File: src/rtl/fetch_pkg.sv
// Shared types and constants for the instruction-fetch stage.
package fetch_pkg;

  localparam int unsigned PC_W    = 64;
  localparam int unsigned INSTR_W = 32;
  localparam logic [PC_W-1:0] PC_INC = 64'd4;

  typedef enum logic [1:0] {
    IDLE,
    REQ,
    WAIT,
    HALT
  } fetch_state_t;

  typedef struct packed {
    logic [PC_W-1:0]    pc;
    logic [INSTR_W-1:0] instr;
    logic               fault;
  } fetch_entry_t;

endpackage

File: src/rtl/fetch_queue.sv
// Small shift-register FIFO of fetched entries; head always sits in slot 0 so
// the head outputs come straight from flops. Empty slots are held at zero.
module fetch_queue
  import fetch_pkg::*;
#(
  parameter int unsigned QDEPTH = 2,
  localparam int unsigned CNT_W = $clog2(QDEPTH + 1)
) (
  input  logic             clk,
  input  logic             rst_n,
  input  logic             flush,
  input  logic             push,
  input  logic             pop,
  input  fetch_entry_t     din,
  output fetch_entry_t     head,
  output logic             head_valid,
  output logic [CNT_W-1:0] count
);

  localparam int unsigned IDX_W = (QDEPTH > 1) ? $clog2(QDEPTH) : 1;

  fetch_entry_t      mem [QDEPTH];
  logic [QDEPTH-1:0] vld;
  logic [IDX_W-1:0]  wr_idx;

  // With a simultaneous pop, the tail moves down one slot before the write.
  assign wr_idx = pop ? IDX_W'(count - CNT_W'(1)) : IDX_W'(count);

  always_ff @(posedge clk or negedge rst_n) begin
    if (!rst_n) begin
      for (int i = 0; i < QDEPTH; i++) mem[i] <= '0;
      vld   <= '0;
      count <= '0;
    end else if (flush) begin
      // A flush may carry one replacement entry (used for fault reporting).
      for (int i = 0; i < QDEPTH; i++) mem[i] <= '0;
      vld   <= '0;
      count <= '0;
      if (push) begin
        mem[0] <= din;
        vld[0] <= 1'b1;
        count  <= CNT_W'(1);
      end
    end else begin
      if (pop) begin
        for (int i = 0; i < QDEPTH - 1; i++) begin
          mem[i] <= mem[i+1];
          vld[i] <= vld[i+1];
        end
        mem[QDEPTH-1] <= '0;
        vld[QDEPTH-1] <= 1'b0;
      end
      if (push) begin
        mem[wr_idx] <= din;
        vld[wr_idx] <= 1'b1;
      end
      count <= count + CNT_W'(push) - CNT_W'(pop);
    end
  end

  assign head       = mem[0];
  assign head_valid = vld[0];

  // Slot reservation in the fetch FSM must make overflow unreachable.
  a_no_overflow: assert property (@(posedge clk) disable iff (!rst_n)
    !(push && !pop && !flush && (count == CNT_W'(QDEPTH))));

endmodule

File: src/rtl/pc_fetch_unit.sv
// Fetch stage: owns the fetch PC, keeps one request in flight and queues
// returned instructions for decode. FETCH_ALIGN_CHECK_EN adds misaligned-redirect faults.
module pc_fetch_unit
  import fetch_pkg::*;
#(
  parameter logic [63:0] RESET_PC = 64'h0,
  parameter int unsigned QDEPTH   = 2
) (
  input  logic                CLK,
  input  logic                resetl,
  input  logic                redirect_valid,
  input  logic [PC_W-1:0]     redirect_pc,
  output logic                imem_req_valid,
  input  logic                imem_req_ready,
  output logic [PC_W-1:0]     imem_req_addr,
  input  logic                imem_rsp_valid,
  input  logic [INSTR_W-1:0]  imem_rsp_data,
  output logic                out_valid,
  input  logic                out_ready,
  output logic [PC_W-1:0]     out_pc,
  output logic [INSTR_W-1:0]  out_instr,
  output logic                out_fault
);

  localparam int unsigned CNT_W = $clog2(QDEPTH + 1);

  fetch_state_t     state, state_n;
  logic [PC_W-1:0]  fetch_pc, fetch_pc_n;
  logic [PC_W-1:0]  req_pc, req_pc_n;
  logic             drop, drop_n;
  logic             req_valid_q;

  logic             q_flush, q_push, q_pop;
  fetch_entry_t     q_din, q_head;
  logic             q_head_valid;
  logic [CNT_W-1:0] q_count;
  logic [CNT_W-1:0] cnt_after;

  logic [PC_W-1:0]  rdr_pc;
  logic             misalign;
  logic             hs;
  logic             in_flight;

`ifdef FETCH_ALIGN_CHECK_EN
  assign rdr_pc    = redirect_pc;
  assign misalign  = |redirect_pc[1:0];
  assign out_fault = q_head.fault;
`else
  assign rdr_pc    = {redirect_pc[PC_W-1:2], 2'b00};
  assign misalign  = 1'b0;
  assign out_fault = 1'b0;
  logic unused_bits;
  assign unused_bits = ^{redirect_pc[1:0], q_head.fault};
`endif

  assign hs = (state == REQ) && imem_req_ready;

  // A response is still owed to us after this cycle.
  assign in_flight = hs ||
                     (((state == WAIT) || ((state == HALT) && drop)) && !imem_rsp_valid);

  always_ff @(posedge CLK or negedge resetl) begin
    if (!resetl) begin
      state       <= IDLE;
      fetch_pc    <= RESET_PC;
      req_pc      <= '0;
      drop        <= 1'b0;
      req_valid_q <= 1'b0;
    end else begin
      state       <= state_n;
      fetch_pc    <= fetch_pc_n;
      req_pc      <= req_pc_n;
      drop        <= drop_n;
      req_valid_q <= (state_n == REQ);
    end
  end

  // Next-state, PC update and queue control; redirect overrides everything.
  always_comb begin
    state_n    = state;
    fetch_pc_n = fetch_pc;
    req_pc_n   = req_pc;
    drop_n     = drop;
    q_flush    = 1'b0;
    q_push     = 1'b0;
    q_pop      = 1'b0;
    q_din      = '0;
    cnt_after  = q_count;

    if (redirect_valid) begin
      q_flush    = 1'b1;
      fetch_pc_n = rdr_pc;
      drop_n     = in_flight;
      if (misalign) begin
        q_push       = 1'b1;
        q_din.pc     = rdr_pc;
        q_din.fault  = 1'b1;
        state_n      = HALT;
      end else begin
        state_n = in_flight ? WAIT : IDLE;
      end
    end else begin
      q_pop = q_head_valid && out_ready;
      case (state)
        IDLE: begin
          if (q_count < CNT_W'(QDEPTH)) state_n = REQ;
        end
        REQ: begin
          if (imem_req_ready) begin
            req_pc_n   = fetch_pc;
            fetch_pc_n = fetch_pc + PC_INC;
            state_n    = WAIT;
          end
        end
        WAIT: begin
          if (imem_rsp_valid) begin
            if (drop) begin
              drop_n = 1'b0;
            end else begin
              q_push      = 1'b1;
              q_din.pc    = req_pc;
              q_din.instr = imem_rsp_data;
            end
            cnt_after = q_count + CNT_W'(q_push) - CNT_W'(q_pop);
            state_n   = (cnt_after < CNT_W'(QDEPTH)) ? REQ : IDLE;
          end
        end
`ifdef FETCH_ALIGN_CHECK_EN
        HALT: begin
          if (imem_rsp_valid) drop_n = 1'b0;
        end
`endif
        default: state_n = IDLE;
      endcase
    end
  end

  fetch_queue #(.QDEPTH(QDEPTH)) u_queue (
    .clk        (CLK),
    .rst_n      (resetl),
    .flush      (q_flush),
    .push       (q_push),
    .pop        (q_pop),
    .din        (q_din),
    .head       (q_head),
    .head_valid (q_head_valid),
    .count      (q_count)
  );

  assign imem_req_valid = req_valid_q;
  assign imem_req_addr  = fetch_pc;
  assign out_valid      = q_head_valid;
  assign out_pc         = q_head.pc;
  assign out_instr      = q_head.instr;

endmodule

File: config.mk
export PLATFORM = sky130hd
export DESIGN_NAME = pc_fetch_unit
export DESIGN_NICKNAME = d
export VERILOG_FILES = /design/src/rtl/fetch_pkg.sv /design/src/rtl/fetch_queue.sv /design/src/rtl/pc_fetch_unit.sv
export SDC_FILE = /design/constraint.sdc
export NUM_CORES = 1
export LEC_CHECK = 0
export CAP_MARGIN = 20
export CORE_UTILIZATION = 54
export DETAILED_ROUTE_END_ITERATION = 10
export PLACE_DENSITY = 0.91
export SYNTH_ARGS = -nofsm -noshare
export SYNTH_HDL_FRONTEND = slang
export SYNTH_SLANG_ARGS = --single-unit
export TNS_END_PERCENT = 5
File: constraint.sdc
create_clock -name CLK -period 3.07 [get_ports CLK]
set_input_delay 0.4605 -clock CLK [delete_from_list [all_inputs] [get_ports CLK]]
set_output_delay 0.4605 -clock CLK [all_outputs]
set_load 0.01 [all_outputs]
**Word level (Yosys, flattened, before mapping)**

Cells that the tools add are included.

- Bits in registers: 330

- Equality and inequality tests: 4
- Reductions and logical operators: 17
- Bitwise logic cells: 3
- $add $sub $neg: 6
- Magnitude comparators: 6
- Mux-type cells: 45

Operators by type and width:

| kind | count |
|---|---|
| 194-bit 2-to-1 mux | 4 |
| 96-bit 2-to-1 mux | 3 |
| 64-bit 2-to-1 mux | 4 |
| 194-bit bitwise mux | 1 |
| 97-bit 2-to-1 mux | 2 |
| 97-bit demux with 1-bit select | 1 |
| 64-bit by 3-bit adder with 64-bit output (second input constant) | 1 |
| 32-bit 2-to-1 mux | 1 |
| 2-bit 2-to-1 mux | 10 |
| 1-bit 2-to-1 mux | 17 |
| 2-bit nonzero test | 4 |
| 1-bit logical AND | 6 |
| 2-bit case mux with 3 select lines | 1 |
| 2-bit by 1-bit adder with 2-bit output | 2 |
| 2-bit by 1-bit == test with 1-bit output (second input constant) | 2 |
| 2-bit == test (second input constant) | 2 |
| 2-bit < comparator (second input constant) | 2 |
| 2-bit AND reduction | 2 |
| 2-bit by 1-bit subtractor with 2-bit output | 2 |
| 3-bit AND reduction | 1 |
| 2-bit >= comparator (second input constant) | 1 |
| 2-bit zero test | 1 |
| 1-bit logical OR | 2 |
| 1-bit by 2-bit < comparator with 1-bit output (second input constant) | 1 |
| 8 further kinds | 8 |

**Depth between registers and ports, before layout**

- Word-level depth: 12
- Mapped depth: 11
- Depth with buffers taken out: 8

**Cells and area by module**

From an unflattened synthesis, not the netlist that was laid out.

- Cell total of the unflattened synthesis: 1697
- Area, all modules: 16676.0 um^2

By module, submodules not included:

| module | seq. area each (um^2) | instances | area an instance (um^2) | cells an instance |
|---|---|---|---|---|
| fetch_queue | 4954.8 | 1 | 9591.7 | 969 |
| pc_fetch_unit | 3203.1 | 1 | 7084.3 | 728 |

**Worst setup path after synthesis**

OpenSTA, ideal clock, no wires.

- Path kind: input to register
- From: input redirect_valid
- To: register u_queue.mem, in the netlist u_queue.head[60]
- Library setup time: 96 ps
- Arrival time: 2395 ps
- Data required time: 2974 ps
- Slack: 580 ps
- Stages: 10
- Path through: clkbuf_1 clkbuf_1 nor2_1 ha_1 and2_1 clkbuf_1 clkbuf_1 buf_1 nand2_1 o31ai_1

- Word-level cells in the longest chain between the ends: 10

Ends and longest elaborated chain:

| element | line | RTL |
|---|---|---|
| start: declaration | pc_fetch_unit.sv:11 | `input logic redirect_valid,` |
| 1-bit 2-to-1 mux | pc_fetch_unit.sv:90 | `if (redirect_valid) begin` |
| 1-bit 2-to-1 mux | fetch_queue.sv:27 | `assign wr_idx = pop ? IDX_W'(count - CNT_W'(1)) : IDX_W'(count);` |
| 1-bit inverter with 2-bit output (implied by the code) | fetch_queue.sv:54 | `mem[wr_idx] <= din;` |
| 2-bit >= comparator (implied by the code) / 2-bit by 1-bit < comparator with 1-bit output (equally long branches) | fetch_queue.sv:54 |  |
| 1-bit logical AND (implied by the code) | fetch_queue.sv:54 |  |
| 97-bit 2-to-1 mux (implied by the code) | fetch_queue.sv:54 |  |
| 97-bit demux with 1-bit select | fetch_queue.sv:54 |  |
| 194-bit bitwise mux | fetch_queue.sv:54 |  |
| 194-bit 2-to-1 mux | fetch_queue.sv:53 | `if (push) begin` |
| 194-bit 2-to-1 mux * | fetch_queue.sv:34 | `end else if (flush) begin` |
| end signal: indexed assignment | fetch_queue.sv:47 | `mem[i] <= mem[i+1];` |
| end signal: indexed assignment | fetch_queue.sv:54 |  |
| end: declaration | fetch_queue.sv:22 | `fetch_entry_t mem [QDEPTH];` |

Every way passes the cells marked *; elsewhere a longest branch is shown, timed or not. The select of a mux whose other input is x is not followed.
A chain may end at the register's enable or synchronous reset.

**Worst setup path after layout**

- From: register fetch_pc[11], in the netlist imem_req_addr[11]
- To: register fetch_pc[51], in the netlist imem_req_addr[51]

- Word-level cells in the longest chain between the ends: 4

Ends and longest elaborated chain:

| element | line | RTL |
|---|---|---|
| start: declaration | pc_fetch_unit.sv:28 | `logic [PC_W-1:0] fetch_pc, fetch_pc_n;` |
| start signal: assignment | pc_fetch_unit.sv:71 | `fetch_pc <= fetch_pc_n;` |
| 64-bit by 3-bit adder with 64-bit output | pc_fetch_unit.sv:111 | `fetch_pc_n = fetch_pc + PC_INC;` |
| 64-bit 2-to-1 mux | pc_fetch_unit.sv:109 | `if (imem_req_ready) begin` |
| 64-bit 2-to-1 mux | pc_fetch_unit.sv:104 | `case (state)` |
| 64-bit 2-to-1 mux | pc_fetch_unit.sv:90 |  |

Every way passes these cells. The select of a mux whose other input is x is not followed.

==> impl_results.md <==
- Largest net degree at the start of global routing: between 150 and 200
- Initial DRT Pass Iterations: 5
- Row cnt: 62
- Avg Inst Size Synth: 9.752 um2
- Max Freq: approximately 0.38 GHz
- First-pass GRT wire length: between 70000 and 80000 um
- Avg WL per Cell: slightly above 20 um
- Hold_ws: approximately 160 ps
- Crit Path Max Fanout: 8
- Final min period: between 2000 and 3000 ps
- Clk sinks: approximately 320
- CP Capture Type: flop
- Root buf cell: clkbuf_16
- Buf/Inv on CP: 1
- CTS H-tree lvls: 2
- Dominant synthesized flop cell: dfrtp_1
- Final Net Count: roughly 1800
- Startpoint class of the critical path: flop
- Vias post-DR: between 10000 and 15000
- Post-Synthesis Cells: around 1600
- Die Span Y: about 170 um
- Max Cap Viol: 0
- Synth cell types: between 50 and 60
- Clock Path Buffers: 3
- Die width: ~170 um
- Post-synthesis register bit count: around 320
- Antenna cells: 0
- DR iter-0 viols: around 1400
- Post-CTS Setup Bufs: 0
- Outcome: completed
- Mapped Area: between 0.015 and 0.02 mm2
- Initial Util: 0.5477
- Crit path depth: 6
- CTS resizes: 0
- Clk_lat worst skew: between 500 and 600 ps
- Ports: 265
- Area growth syn-to-layout: 22.68%
- DR vias/cell: 6.171
- DP Area: 0.01807 mm2
- Post-synthesis sequential area ratio: 0.5158
- Global Route Usage Sum: 0.2938
- Crit path DAT: ~3100 ps
- Number of enable flip-flop cells after synthesis: 0
- CTS buffer count: 36
- Final HPWL DP: roughly 27000 um
- Slowest cell on the critical path: or4_1
- Slowest stage delay, CP: roughly 600 ps
- Worst-path clk slew: 60 ps
- Setup TNS: 0 ps
- Layout cells sized above 1: 0.1023
- Worst Reg-to-Reg Cells: 6
- Global route overflow: 0
- Die area: a little under 0.03 mm2
- Port buffer count: around 260
- Worst Hold Class: input pin to flop
- Final setup viols: 0
- Detail Route Antenna Nets: 0
- PD cells: roughly 570 mW/mm2
- GP Congestion: between 0.8 and 0.9
- Peak supply drop: approximately 0.47 mV
- Filler cells: slightly above 2000
- Fin area: about 0.019 mm2
- Slew headroom: 0.3532
- Final worst path period share: 0.8543
- Post-Route WL: between 40000 and 50000 um
- Synth warn: 0
- CORE AREA: ~0.029 mm2
- Initial antenna violation count: 1
- Number of global-route vias before repair: 13165
- Ys async rst share: 1.000
- CP top delay family: simple AND/OR/NAND/NOR gates
- TritonCTS clock tree: done
- Crit Path Class: flop to flop
- Final slew viol count: 0
- Hold path depth: 2
- Slew of the pin with the lowest slew margin: ~970 ps
- Tot Pwr: 0.01100 W
- Leak Pwr: between 7 and 8 nW
- Worst EP required: around 3500 ps
- Clock skew: 13.99 ps
- Residual DRC: 0
- Cell breakdown of the critical path: nand4_2 > nor4_2 > buf_4 > nand4_1 > or4_1 > a31oi_1
- Final core utilization: 0.6719
- RSZ-0062 raised after global routing: no
- Final Hold Viols: 0
[through the flow]
stage / setup WS [ps] / instances
after floorplan: 579.9 / 1614
after global placement: 305.0 / 2078
after detailed placement: 261.1 / 2078
after CTS: 470.4 / 2142
after global routing: 328.1 / 2143
final: 447.2 / 2143
[synthesized netlist by cell type, drive strengths merged, types with 2 or more instances]
| master | count | area (um2) |
|---|---|---|
| and4 | 4 | 35.03 |
| nor3b | 2 | 15.01 |
| nand2b | 3 | 18.77 |
| o211ai | 3 | 22.52 |
| nor2 | 72 | 270.3 |
| ha | 4 | 50.05 |
| mux2 | 65 | 732.0 |
| a311oi | 46 | 402.9 |
| clkbuf | 99 | 372.9 |
| a22oi | 4 | 30.03 |
| o21bai | 2 | 15.01 |
| or4 | 6 | 45.04 |
| a21oi | 96 | 480.5 |
| dfrtp | 324 | 8108 |
| and3 | 7 | 43.79 |
| buf | 115 | 804.5 |
| nor3 | 18 | 106.4 |
| nor2b | 9 | 56.30 |
| o31ai | 51 | 382.9 |
| a221o | 2 | 20.02 |
| a21boi | 2 | 15.01 |
| mux2i | 58 | 580.6 |
| nand4 | 41 | 292.8 |
| or4b | 2 | 20.02 |
| o21ai | 48 | 240.2 |
| nor4 | 17 | 172.7 |
| nand2 | 310 | 1164 |
| or3 | 5 | 31.28 |
| xor2 | 29 | 254.0 |
| xnor2 | 15 | 131.4 |
| inv | 13 | 48.79 |
| o31a | 2 | 17.52 |
| nand3 | 116 | 580.6 |
| a31oi | 7 | 43.79 |
| and2 | 5 | 31.28 |
[layer usage]
| metal | wire, um | vias up | track usage |
|---|---|---|---|
| met5 | 0 | - | 0 |
| met4 | 1550 | 0 | 0.1224 |
| met3 | 3849 | 127 | 0.05739 |
| met2 | 21520 | 694 | 0.4807 |
| met1 | 17160 | 6596 | 0.3838 |
| li1 | - | 5807 | - |
[path summary, 6_finish.rpt]
check / from / endpoint / slack [ps]
min in group asynchronous: resetl / u_queue.head[32] / 550
max reg2reg: imem_req_addr[11] / imem_req_addr[51] / 450
min: redirect_valid / state[0] / 160
max in group asynchronous: resetl / u_queue.head[82] / 1650
min reg2reg: req_pc[28] / u_queue.head[61] / 490
max: imem_req_addr[11] / imem_req_addr[51] / 450
[cell usage in the layout (no fill, tap or decap), drive strengths merged, types with 48 or more instances in the layout]
cell type	synthesis	final
nor2	72	72
clkbuf	99	53
nand2	310	310
mux2	65	65
dfrtp	324	324
a21oi	96	96
nand3	116	116
mux2i	58	58
clkdlybuf4s50	0	257
o31ai	51	51
o21ai	48	48
[where the power goes]
group	total, W	internal [W]	switching [W]
sequential	0.00524	0.00475	0.000488
combinational	0.00147	0.000793	0.000676
clock	0.00429	0.00255	0.00175
total	0.0110	0.00810	0.00291
[registers in the layout, summed over array words and instances, names as in the netlist]
register,flops
u_queue.vld,2
u_queue.count,2
u_queue.mem,96
req_pc,62
imem_req_valid,1
state,2
u_queue.head,96
imem_req_addr,62
drop,1
[cells by family after synthesis]
kind of cell,after synthesis,synth area share
simple gates,622,0.1863
other cells,1,0.0002385
mux,123,0.08349
compound gates,267,0.1085
buf+inv,227,0.07800
flops,324,0.5158
fa+ha+maj,4,0.003184
xor+xnor,44,0.02451
[what timing repair did]
| action | in CTS | in global routing |
|---|---|---|
| hold endpoints to repair | 77 | 0 |
| hold buffers | 1 | 0 |
| setup endpoints to repair | 0 | 0 |
[final cells by class]
| class | count | area, um2 | share of cell area |
|---|---|---|---|
| Sequential cell | 324 | 8108 | 0.4204 |
| Timing Repair Buffer | 296 | 3033 | 0.1573 |
| Inverter | 13 | 51.30 | 0.002660 |
| Multi-Input combinational cell | 1063 | 6429 | 0.3333 |
| Clock inverter | 10 | 97.59 | 0.005060 |
| Tap cell | 384 | 480.5 | 0.02491 |
| Clock buffer | 53 | 1087 | 0.05638 |
No activity file was read; power rests on OpenSTA's default activity.
